### src/rtl/baser_pkg.sv
// Shared definitions for the BASE-R 64B/66B transmit encoder.
// Holds MII control characters, 66b block-type values, 7-bit control
// codes, sync headers, the transmit FSM state enum, the MII word-type
// enum and small helper functions used by the encoder and the top.
package baser_pkg;

    // MII control characters
    localparam logic [7:0] MII_IDLE  = 8'h07;
    localparam logic [7:0] MII_START = 8'hFB;
    localparam logic [7:0] MII_TERM  = 8'hFD;
    localparam logic [7:0] MII_ERROR = 8'hFE;
    localparam logic [7:0] MII_SEQ   = 8'h9C;

    // 66b block-type field values
    localparam logic [7:0] BT_CTRL  = 8'h1E;
    localparam logic [7:0] BT_START = 8'h78;
    localparam logic [7:0] BT_OSET  = 8'h4B;

    // 7-bit control codes carried in control blocks
    localparam logic [6:0] CODE_IDLE  = 7'h00;
    localparam logic [6:0] CODE_ERROR = 7'h1E;

    // Sync headers
    localparam logic [1:0] SYNC_DATA = 2'b10;
    localparam logic [1:0] SYNC_CTRL = 2'b01;

    // Error block substituted on illegal transmit sequences
    localparam logic [65:0] EBLOCK_T = {{8{CODE_ERROR}}, BT_CTRL, SYNC_CTRL};

    typedef enum logic [2:0] {
        TX_INIT = 3'd0,
        TX_C    = 3'd1,
        TX_D    = 3'd2,
        TX_T    = 3'd3,
        TX_E    = 3'd4
    } tx_state_t;

    typedef enum logic [2:0] {
        WT_C = 3'd0,
        WT_S = 3'd1,
        WT_O = 3'd2,
        WT_T = 3'd3,
        WT_D = 3'd4,
        WT_E = 3'd5
    } word_type_t;

    // True when a control byte may appear in a C position (idle or error)
    function automatic logic is_ctrl_ok(input logic [7:0] b);
        return (b == MII_IDLE) || (b == MII_ERROR);
    endfunction

    // Map an idle/error MII byte to its 7-bit code
    function automatic logic [6:0] mii_to_code(input logic [7:0] b);
        logic [6:0] code;
        if (b == MII_ERROR) begin
            code = CODE_ERROR;
        end else begin
            code = CODE_IDLE;
        end
        return code;
    endfunction

    // Block type for a terminate block whose /T/ sits in lane k
    function automatic logic [7:0] term_type(input logic [2:0] k);
        logic [7:0] t;
        case (k)
            3'd0:    t = 8'h87;
            3'd1:    t = 8'h99;
            3'd2:    t = 8'hAA;
            3'd3:    t = 8'hB4;
            3'd4:    t = 8'hCC;
            3'd5:    t = 8'hD2;
            3'd6:    t = 8'hE1;
            3'd7:    t = 8'hFF;
            default: t = 8'hFF;
        endcase
        return t;
    endfunction

endpackage

### src/rtl/baser_66b_block_encoder.sv
// Combinational classifier and 64B/66B block encoder for one MII word.
// Ports:
//   txd        - 64b MII data, lane 0 = bits [7:0]
//   txc        - 8b MII control, bit k flags lane k
//   block      - encoded 66b block (EBLOCK_T when the word is type E)
//   word_type  - classification C/S/O/T/D/E used by the transmit FSM
module baser_66b_block_encoder
    import baser_pkg::*;
#(
    parameter int         DATA_WIDTH  = 64,
    parameter int         HDR_WIDTH   = 2,
    parameter int         FRAME_WIDTH = DATA_WIDTH + HDR_WIDTH,
    parameter int         CTRL_WIDTH  = DATA_WIDTH / 8,
    parameter logic [3:0] OSET_CODE   = 4'hB
) (
    input  logic [DATA_WIDTH-1:0]  txd,
    input  logic [CTRL_WIDTH-1:0]  txc,
    output logic [FRAME_WIDTH-1:0] block,
    output word_type_t             word_type
);

    // Locate a legal terminate: txc has lanes >= k set, lane k is /T/ and
    // every later lane is idle or error. Returns {hit, lane}.
    function automatic logic [3:0] find_term(input logic [63:0] d, input logic [7:0] c);
        logic [3:0] r;
        logic       ok;
        r = 4'h0;
        for (int k = 0; k < 8; k++) begin
            ok = (c == (8'hFF << k)) && (d[8*k +: 8] == MII_TERM);
            for (int j = k + 1; j < 8; j++) begin
                ok = ok & is_ctrl_ok(d[8*j +: 8]);
            end
            if (ok) begin
                r = {1'b1, 3'(k)};
            end else begin
                r = r;
            end
        end
        return r;
    endfunction

    // Terminate payload: k data bytes, (7-k) zero bits, then (7-k) codes
    function automatic logic [55:0] term_payload(input logic [63:0] d, input logic [2:0] k);
        logic [55:0] p;
        int          kk;
        int          pos;
        p  = 56'h0;
        kk = int'(k);
        for (int i = 0; i < 8; i++) begin
            if (i < kk) begin
                p = p | (56'(d[8*i +: 8]) << (8 * i));
            end else if (i > kk) begin
                pos = 8 * kk + (7 - kk) + 7 * (i - kk - 1);
                p   = p | (56'(mii_to_code(d[8*i +: 8])) << pos);
            end else begin
                p = p;
            end
        end
        return p;
    endfunction

    // All-control payload: eight 7-bit codes, lane 0 lowest
    function automatic logic [55:0] ctrl_payload(input logic [63:0] d);
        logic [55:0] p;
        p = 56'h0;
        for (int i = 0; i < 8; i++) begin
            p = p | (56'(mii_to_code(d[8*i +: 8])) << (7 * i));
        end
        return p;
    endfunction

    logic [3:0] term_s;
    logic [7:0] lane_ok_s;

    assign term_s = find_term(txd, txc);

    // Per-lane idle/error flags for the all-control check
    always_comb begin
        lane_ok_s = 8'h00;
        for (int i = 0; i < 8; i++) begin
            lane_ok_s[i] = is_ctrl_ok(txd[8*i +: 8]);
        end
    end

    // Classify the word and build the matching block
    always_comb begin
        block     = EBLOCK_T;
        word_type = WT_E;
        if (txc == 8'h00) begin
            word_type = WT_D;
            block     = {txd, SYNC_DATA};
        end else if ((txc == 8'hFF) && (&lane_ok_s)) begin
            word_type = WT_C;
            block     = {ctrl_payload(txd), BT_CTRL, SYNC_CTRL};
        end else if ((txc == 8'h01) && (txd[7:0] == MII_START)) begin
            word_type = WT_S;
            block     = {txd[63:8], BT_START, SYNC_CTRL};
        end else if ((txc == 8'hF1) && (txd[7:0] == MII_SEQ) &&
                     (txd[63:32] == {4{MII_IDLE}})) begin
            word_type = WT_O;
            block     = {28'h0, OSET_CODE, txd[31:8], BT_OSET, SYNC_CTRL};
        end else if (term_s[3]) begin
            word_type = WT_T;
            block     = {term_payload(txd, term_s[2:0]), term_type(term_s[2:0]), SYNC_CTRL};
        end else begin
            word_type = WT_E;
            block     = EBLOCK_T;
        end
    end

endmodule

### src/rtl/mii_baser_66b_encoder.sv
// 1.6TMII to 64B/66B transmit encoder with sequencing check and 4-block gather.
// Ports:
//   clk, i_rst_n        - clock, asynchronous active-low reset
//   i_valid             - MII word on i_txd/i_txc accepted this cycle
//   i_txd, i_txc        - MII data (lane 0 = [7:0]) and control
//   o_tx_coded_0..3     - four gathered 66b blocks, lane 0 oldest
//   o_valid             - one-cycle strobe when o_tx_coded_* update
//   o_block_count, o_data_count, o_ctrl_count, o_err_count - statistics
module mii_baser_66b_encoder
    import baser_pkg::*;
#(
    parameter int         DATA_WIDTH  = 64,
    parameter int         HDR_WIDTH   = 2,
    parameter int         FRAME_WIDTH = DATA_WIDTH + HDR_WIDTH,
    parameter int         CTRL_WIDTH  = DATA_WIDTH / 8,
    parameter logic [3:0] OSET_CODE   = 4'hB
) (
    input  logic                   clk,
    input  logic                   i_rst_n,
    input  logic                   i_valid,
    input  logic [DATA_WIDTH-1:0]  i_txd,
    input  logic [CTRL_WIDTH-1:0]  i_txc,
    output logic [FRAME_WIDTH-1:0] o_tx_coded_0,
    output logic [FRAME_WIDTH-1:0] o_tx_coded_1,
    output logic [FRAME_WIDTH-1:0] o_tx_coded_2,
    output logic [FRAME_WIDTH-1:0] o_tx_coded_3,
    output logic                   o_valid,
    output logic [31:0]            o_block_count,
    output logic [31:0]            o_data_count,
    output logic [31:0]            o_ctrl_count,
    output logic [31:0]            o_err_count
);

    logic [FRAME_WIDTH-1:0] enc_blk_s;
    word_type_t             wtype_s;
    tx_state_t              state_r;
    tx_state_t              state_nxt_s;
    logic [FRAME_WIDTH-1:0] tx_blk_s;
    logic                   to_err_s;

    logic [FRAME_WIDTH-1:0] s1_blk_r;
    logic [1:0]             s1_slot_r;
    logic                   s1_vld_r;
    logic [1:0]             slot_r;

    logic [FRAME_WIDTH-1:0] buf0_r, buf1_r, buf2_r;
    logic [FRAME_WIDTH-1:0] out0_r, out1_r, out2_r, out3_r;
    logic                   out_vld_r;
    logic [31:0]            blk_cnt_r, data_cnt_r, ctrl_cnt_r, err_cnt_r;

    baser_66b_block_encoder #(
        .DATA_WIDTH  (DATA_WIDTH),
        .HDR_WIDTH   (HDR_WIDTH),
        .FRAME_WIDTH (FRAME_WIDTH),
        .CTRL_WIDTH  (CTRL_WIDTH),
        .OSET_CODE   (OSET_CODE)
    ) u_enc (
        .txd       (i_txd),
        .txc       (i_txc),
        .block     (enc_blk_s),
        .word_type (wtype_s)
    );

    // Transmit sequencing: next state from current state and word type
    always_comb begin
        state_nxt_s = TX_E;
        case (state_r)
            TX_INIT, TX_C, TX_T: begin
                if ((wtype_s == WT_C) || (wtype_s == WT_O)) begin
                    state_nxt_s = TX_C;
                end else if (wtype_s == WT_S) begin
                    state_nxt_s = TX_D;
                end else begin
                    state_nxt_s = TX_E;
                end
            end
            TX_D: begin
                if (wtype_s == WT_D) begin
                    state_nxt_s = TX_D;
                end else if (wtype_s == WT_T) begin
                    state_nxt_s = TX_T;
                end else begin
                    state_nxt_s = TX_E;
                end
            end
            TX_E: begin
                if ((wtype_s == WT_C) || (wtype_s == WT_O)) begin
                    state_nxt_s = TX_C;
                end else if (wtype_s == WT_D) begin
                    state_nxt_s = TX_D;
                end else if (wtype_s == WT_T) begin
                    state_nxt_s = TX_T;
                end else begin
                    state_nxt_s = TX_E;
                end
            end
            default: state_nxt_s = TX_E;
        endcase
    end

    // Every entry into E sends the error block instead of the encoded one
    assign to_err_s = (state_nxt_s == TX_E);
    assign tx_blk_s = to_err_s ? EBLOCK_T : enc_blk_s;

    // Stage 1: FSM state, slot counter and registered block
    always_ff @(posedge clk or negedge i_rst_n) begin
        if (!i_rst_n) begin
            state_r   <= TX_INIT;
            slot_r    <= 2'd0;
            s1_slot_r <= 2'd0;
            s1_blk_r  <= '0;
            s1_vld_r  <= 1'b0;
        end else if (i_valid) begin
            state_r   <= state_nxt_s;
            slot_r    <= slot_r + 2'd1;
            s1_slot_r <= slot_r;
            s1_blk_r  <= tx_blk_s;
            s1_vld_r  <= 1'b1;
        end else begin
            s1_vld_r  <= 1'b0;
        end
    end

    // Statistics counters, advanced once per accepted word
    always_ff @(posedge clk or negedge i_rst_n) begin
        if (!i_rst_n) begin
            blk_cnt_r  <= 32'd0;
            data_cnt_r <= 32'd0;
            ctrl_cnt_r <= 32'd0;
            err_cnt_r  <= 32'd0;
        end else if (i_valid) begin
            blk_cnt_r <= blk_cnt_r + 32'd1;
            if (tx_blk_s[1:0] == SYNC_DATA) begin
                data_cnt_r <= data_cnt_r + 32'd1;
            end else begin
                ctrl_cnt_r <= ctrl_cnt_r + 32'd1;
            end
            if (to_err_s) begin
                err_cnt_r <= err_cnt_r + 32'd1;
            end else begin
                err_cnt_r <= err_cnt_r;
            end
        end else begin
            blk_cnt_r <= blk_cnt_r;
        end
    end

    // Stage 2: buffer slots 0-2, then publish all four on slot 3
    always_ff @(posedge clk or negedge i_rst_n) begin
        if (!i_rst_n) begin
            buf0_r    <= '0;
            buf1_r    <= '0;
            buf2_r    <= '0;
            out0_r    <= '0;
            out1_r    <= '0;
            out2_r    <= '0;
            out3_r    <= '0;
            out_vld_r <= 1'b0;
        end else begin
            out_vld_r <= 1'b0;
            if (s1_vld_r) begin
                case (s1_slot_r)
                    2'd0: buf0_r <= s1_blk_r;
                    2'd1: buf1_r <= s1_blk_r;
                    2'd2: buf2_r <= s1_blk_r;
                    2'd3: begin
                        out0_r    <= buf0_r;
                        out1_r    <= buf1_r;
                        out2_r    <= buf2_r;
                        out3_r    <= s1_blk_r;
                        out_vld_r <= 1'b1;
                    end
                    default: out_vld_r <= 1'b0;
                endcase
            end else begin
                out_vld_r <= 1'b0;
            end
        end
    end

    assign o_tx_coded_0  = out0_r;
    assign o_tx_coded_1  = out1_r;
    assign o_tx_coded_2  = out2_r;
    assign o_tx_coded_3  = out3_r;
    assign o_valid       = out_vld_r;
    assign o_block_count = blk_cnt_r;
    assign o_data_count  = data_cnt_r;
    assign o_ctrl_count  = ctrl_cnt_r;
    assign o_err_count   = err_cnt_r;

endmodule

### config.mk
export PLATFORM = sky130hd
export DESIGN_NAME = mii_baser_66b_encoder
export DESIGN_NICKNAME = d
export VERILOG_FILES = /design/src/rtl/baser_pkg.sv /design/src/rtl/baser_66b_block_encoder.sv /design/src/rtl/mii_baser_66b_encoder.sv
export SDC_FILE = /design/constraint.sdc
export NUM_CORES = 1
export LEC_CHECK = 0
export CAP_MARGIN = 30
export CORE_AREA = 2 2 282 284
export CTS_BUF_LIST = sky130_fd_sc_hd__clkbuf_2 sky130_fd_sc_hd__clkbuf_4 sky130_fd_sc_hd__clkbuf_8
export DETAILED_ROUTE_END_ITERATION = 16
export DIE_AREA = 0 0 284 286
export PLACE_DENSITY = 0.65
export RECOVER_POWER = 100
export REMOVE_ABC_BUFFERS = 1
export SLEW_MARGIN = 20
export SYNTH_ARGS = -nofsm -noshare
export SYNTH_HDL_FRONTEND = slang
export SYNTH_SLANG_ARGS = --single-unit
export TNS_END_PERCENT = 100
### constraint.sdc
create_clock -name clk -period 2.9 [get_ports clk]
set_input_delay 0.435 -clock clk [delete_from_list [all_inputs] [get_ports clk]]
set_output_delay 0.435 -clock clk [all_outputs]
set_load 0.01 [all_outputs]
==> metrics.cfg <==
[status]
status=finished with violations
violations=max-capacitance violations, max-slew violations, negative setup slack

[worst_setup_path]
crit_path_top_delay_cell=or4_4
critical_path.max_fanout=8
cpMostUsedCell=buf_6
crit_path_start_kind=input port
rrSetupSlack_ns=-0.21
rr_worst_depth=8
cp-end-kind=flop
path_buf_inv=14
r2r_end=o_err_count[31]
slowest_delay_ns=0.64
timing.critical_path.arrival_ns=7.24
cp.depth=35
r2r_start=o_err_count[2]
crit_type=input port to flop
cp_data_required_time_ns=3.53
critPathTopFamily=simple AND/OR/NAND/NOR gates

[drt]
dr.pass1.iters=5
first_iter_violations=2612
detail-route-antenna-nets=0
drc=0
vias=33449
routed_wl_um=139000
wire_per_inst_um=22.8
vias_per_cell=5.47

[clock_network]
cts_num_sinks=665
clockBufferDepth=3
htree_levels=3
cts_tree=yes
cts_made_buffers=109
clk_pin_slew_ns=0.06
clk_root_buffer_cell=clkbuf_8
clock_latency_ns=0.75

[sta]
maxSlewHeadroom=-0.252
tns_ns=-225.25
finalMaxSlewViolations=375
period_minus_slack_ns=6.61
timing.final.crit_share=2.28
finalClockSkew_ns=0.0653
setup_violations=117
max_freq_mhz=151
hold_ws_ns=0.173
layout_setup_ws_ns=-3.71
grt_setup_unrepaired=yes
hold_viol=0
tightest_slew_ns=1.88

[yosys]
synth-async-reset-ratio=1.00
synth_seq_cells=665
synth_edf_count=0
ys_seq_area_frac=0.476
synth_area_mm2=0.0349
synthDistinctLibCells=98
synth_ff_type=dfrtp_1
yosys_warnings=0
synth_cells=3679
syn_avg_cell_area_um2=9.50

[run]
maxCapViolations=5

[die]
start_util=0.446
io_pins=468
row_count=103
die_h_um=286
dieArea_mm2=0.0812
die_x_um=284
coreArea_mm2=0.0784

[global_routing]
use_met1=0.463
antenna_found_initial=11
met3_usage=0.0630
busiest_layer=met2
grt.overflow.total=0
met2_usage=0.535
grt_pass1_wl_um=209000
first_global_vias=33174
grt_max_degree=149
grtUsageTotal=0.337

[worst_hold_path]
holdPathEnd=s1_blk_r[62]
hold_depth=3
hp-class=input port to flop
min-delay-start=i_txd[52]

[final_layout]
multi_input_area_mm2=0.0197
layout-drive-gt1-share=0.322
post-route-util=0.665
stdcell_area_mm2=0.0521
regArea_mm2=0.0166
synthToLayoutAreaGrowth_pct=49.1
fin_nets=5221
fillers=6444

[pwr]
p_per_area_mw_per_mm2=528
peakVddDrop_uv=793
p_leak_uw=0.0241

[place]
hpwl_um=105000
gp_congestion=1.01
port_buffers=467
postPlaceCellArea_mm2=0.0464

cell families after synthesis:
group           after synthesis  synth area share
simple gates               1651             0.211
flops                       665             0.476
compound gates              526             0.100
buf+inv                     275            0.0299
mux                         199            0.0638
xor+xnor                    197            0.0496
fa+ha+maj                   165            0.0694
other cells                   1          0.000107
registers in the layout, indices dropped and copies added, names as in the netlist:
signal,count
state_r,3
slot_r,2
o_err_count,32
o_tx_coded_1,66
o_ctrl_count,32
buf0_r,66
o_tx_coded_0,66
s1_blk_r,66
o_tx_coded_3,66
buf2_r,66
o_block_count,32
o_valid,1
s1_vld_r,1
o_data_count,32
s1_slot_r,2
buf1_r,66
o_tx_coded_2,66
routing by layer:
metal | vias up | part of all wire
li1 | 15298 | -
met3 | 294 | 0.069
met1 | 16574 | 0.43
met4 | 2 | 0.040
met5 | - | 0.000093
met2 | 1281 | 0.46
layout make-up:
| class | instances | area share |
|---|---|---|
| Antenna cell | 7 | 0.000336 |
| Clock buffer | 175 | 0.0413 |
| Timing Repair Buffer | 1338 | 0.222 |
| Clock inverter | 16 | 0.00353 |
| Inverter | 126 | 0.00941 |
| Sequential cell | 665 | 0.319 |
| Multi-Input combinational cell | 2741 | 0.378 |
| Tap cell | 1050 | 0.0252 |
worst min-delay path, stage by stage:
cell      delay [ns]
clkbuf_2        0.15
a221oi_1        0.12
a21oi_2         0.15
metrics by stage:
| stage | setup WS, ns | instances | power (µW) |
|---|---|---|---|
| 5_1_grt | -3.84 | 6115 | 28800 |
| 3_3_place_gp | -5.88 | 5805 | 18800 |
| 4_1_cts | -3.65 | 6081 | 27800 |
| 2_1_floorplan | -9.20 | 3532 | 14700 |
| 3_5_place_dp | -5.77 | 5805 | 18900 |
| 6_report | -3.71 | 6118 | 27500 |
how the worst max path moves through the flow:
stage,from,endpoint,slack (ns)
3_5_place_dp,i_txc[2],s1_blk_r[39],-5.77
3_3_place_gp,i_txc[2],s1_blk_r[44],-5.88
6_report,i_txc[0],s1_blk_r[52],-3.71
5_1_grt,i_txc[0],s1_blk_r[52],-3.84
4_1_cts,i_txc[0],s1_blk_r[21],-3.65
2_1_floorplan,s1_slot_r[0],o_valid,-9.20
power by group:
| part | switching (µW) | internal (µW) |
|---|---|---|
| Combinational | 3680 | 3400 |
| Clock | 3860 | 4880 |
| Sequential | 938 | 10700 |
| Total | 8480 | 19000 |
cell usage after synthesis (20+ instances only):
cell	instances	area [µm²]
nor4_1	31	194
a21o_1	25	188
and3_1	48	300
xnor2_1	146	1280
nor3_1	59	295
fa_1	48	961
nand2b_1	20	125
nor2_1	185	694
or3_1	22	138
nand3_1	88	440
dfrtp_1	665	16600
o21ai_0	131	656
ha_1	117	1460
clkbuf_1	134	503
nand4_1	64	400
inv_1	123	462
mux2_2	191	2150
a21oi_1	117	586
xor2_1	50	438
nand2_1	1007	3780
a31oi_1	24	150
layout by cell type (no fill, tap or decap), types with 43 or more instances in the layout:
cell type          n
nand2_1          986
buf_4            755
dfrtp_1          665
clkdlybuf4s50_1  416
mux2_2           189
nor2_1           162
clkbuf_8         134
xnor2_1          133
inv_1            110
a21oi_1           95
o21ai_0           79
nand3_1           75
ha_1              69
buf_6             68
nand4_1           64
xor2_1            49
clkbuf_4          47
and3_1            45
fa_1              43
what timing repair did:
item	in CTS	in global routing
hold buffers	3	0
gates cloned	2	1
resized for setup	524	194
hold endpoints to repair	43	0
buffers inserted	88	35
setup endpoints to repair	125	108
pin swaps	195	123
(Power assumes the default switching activity.)
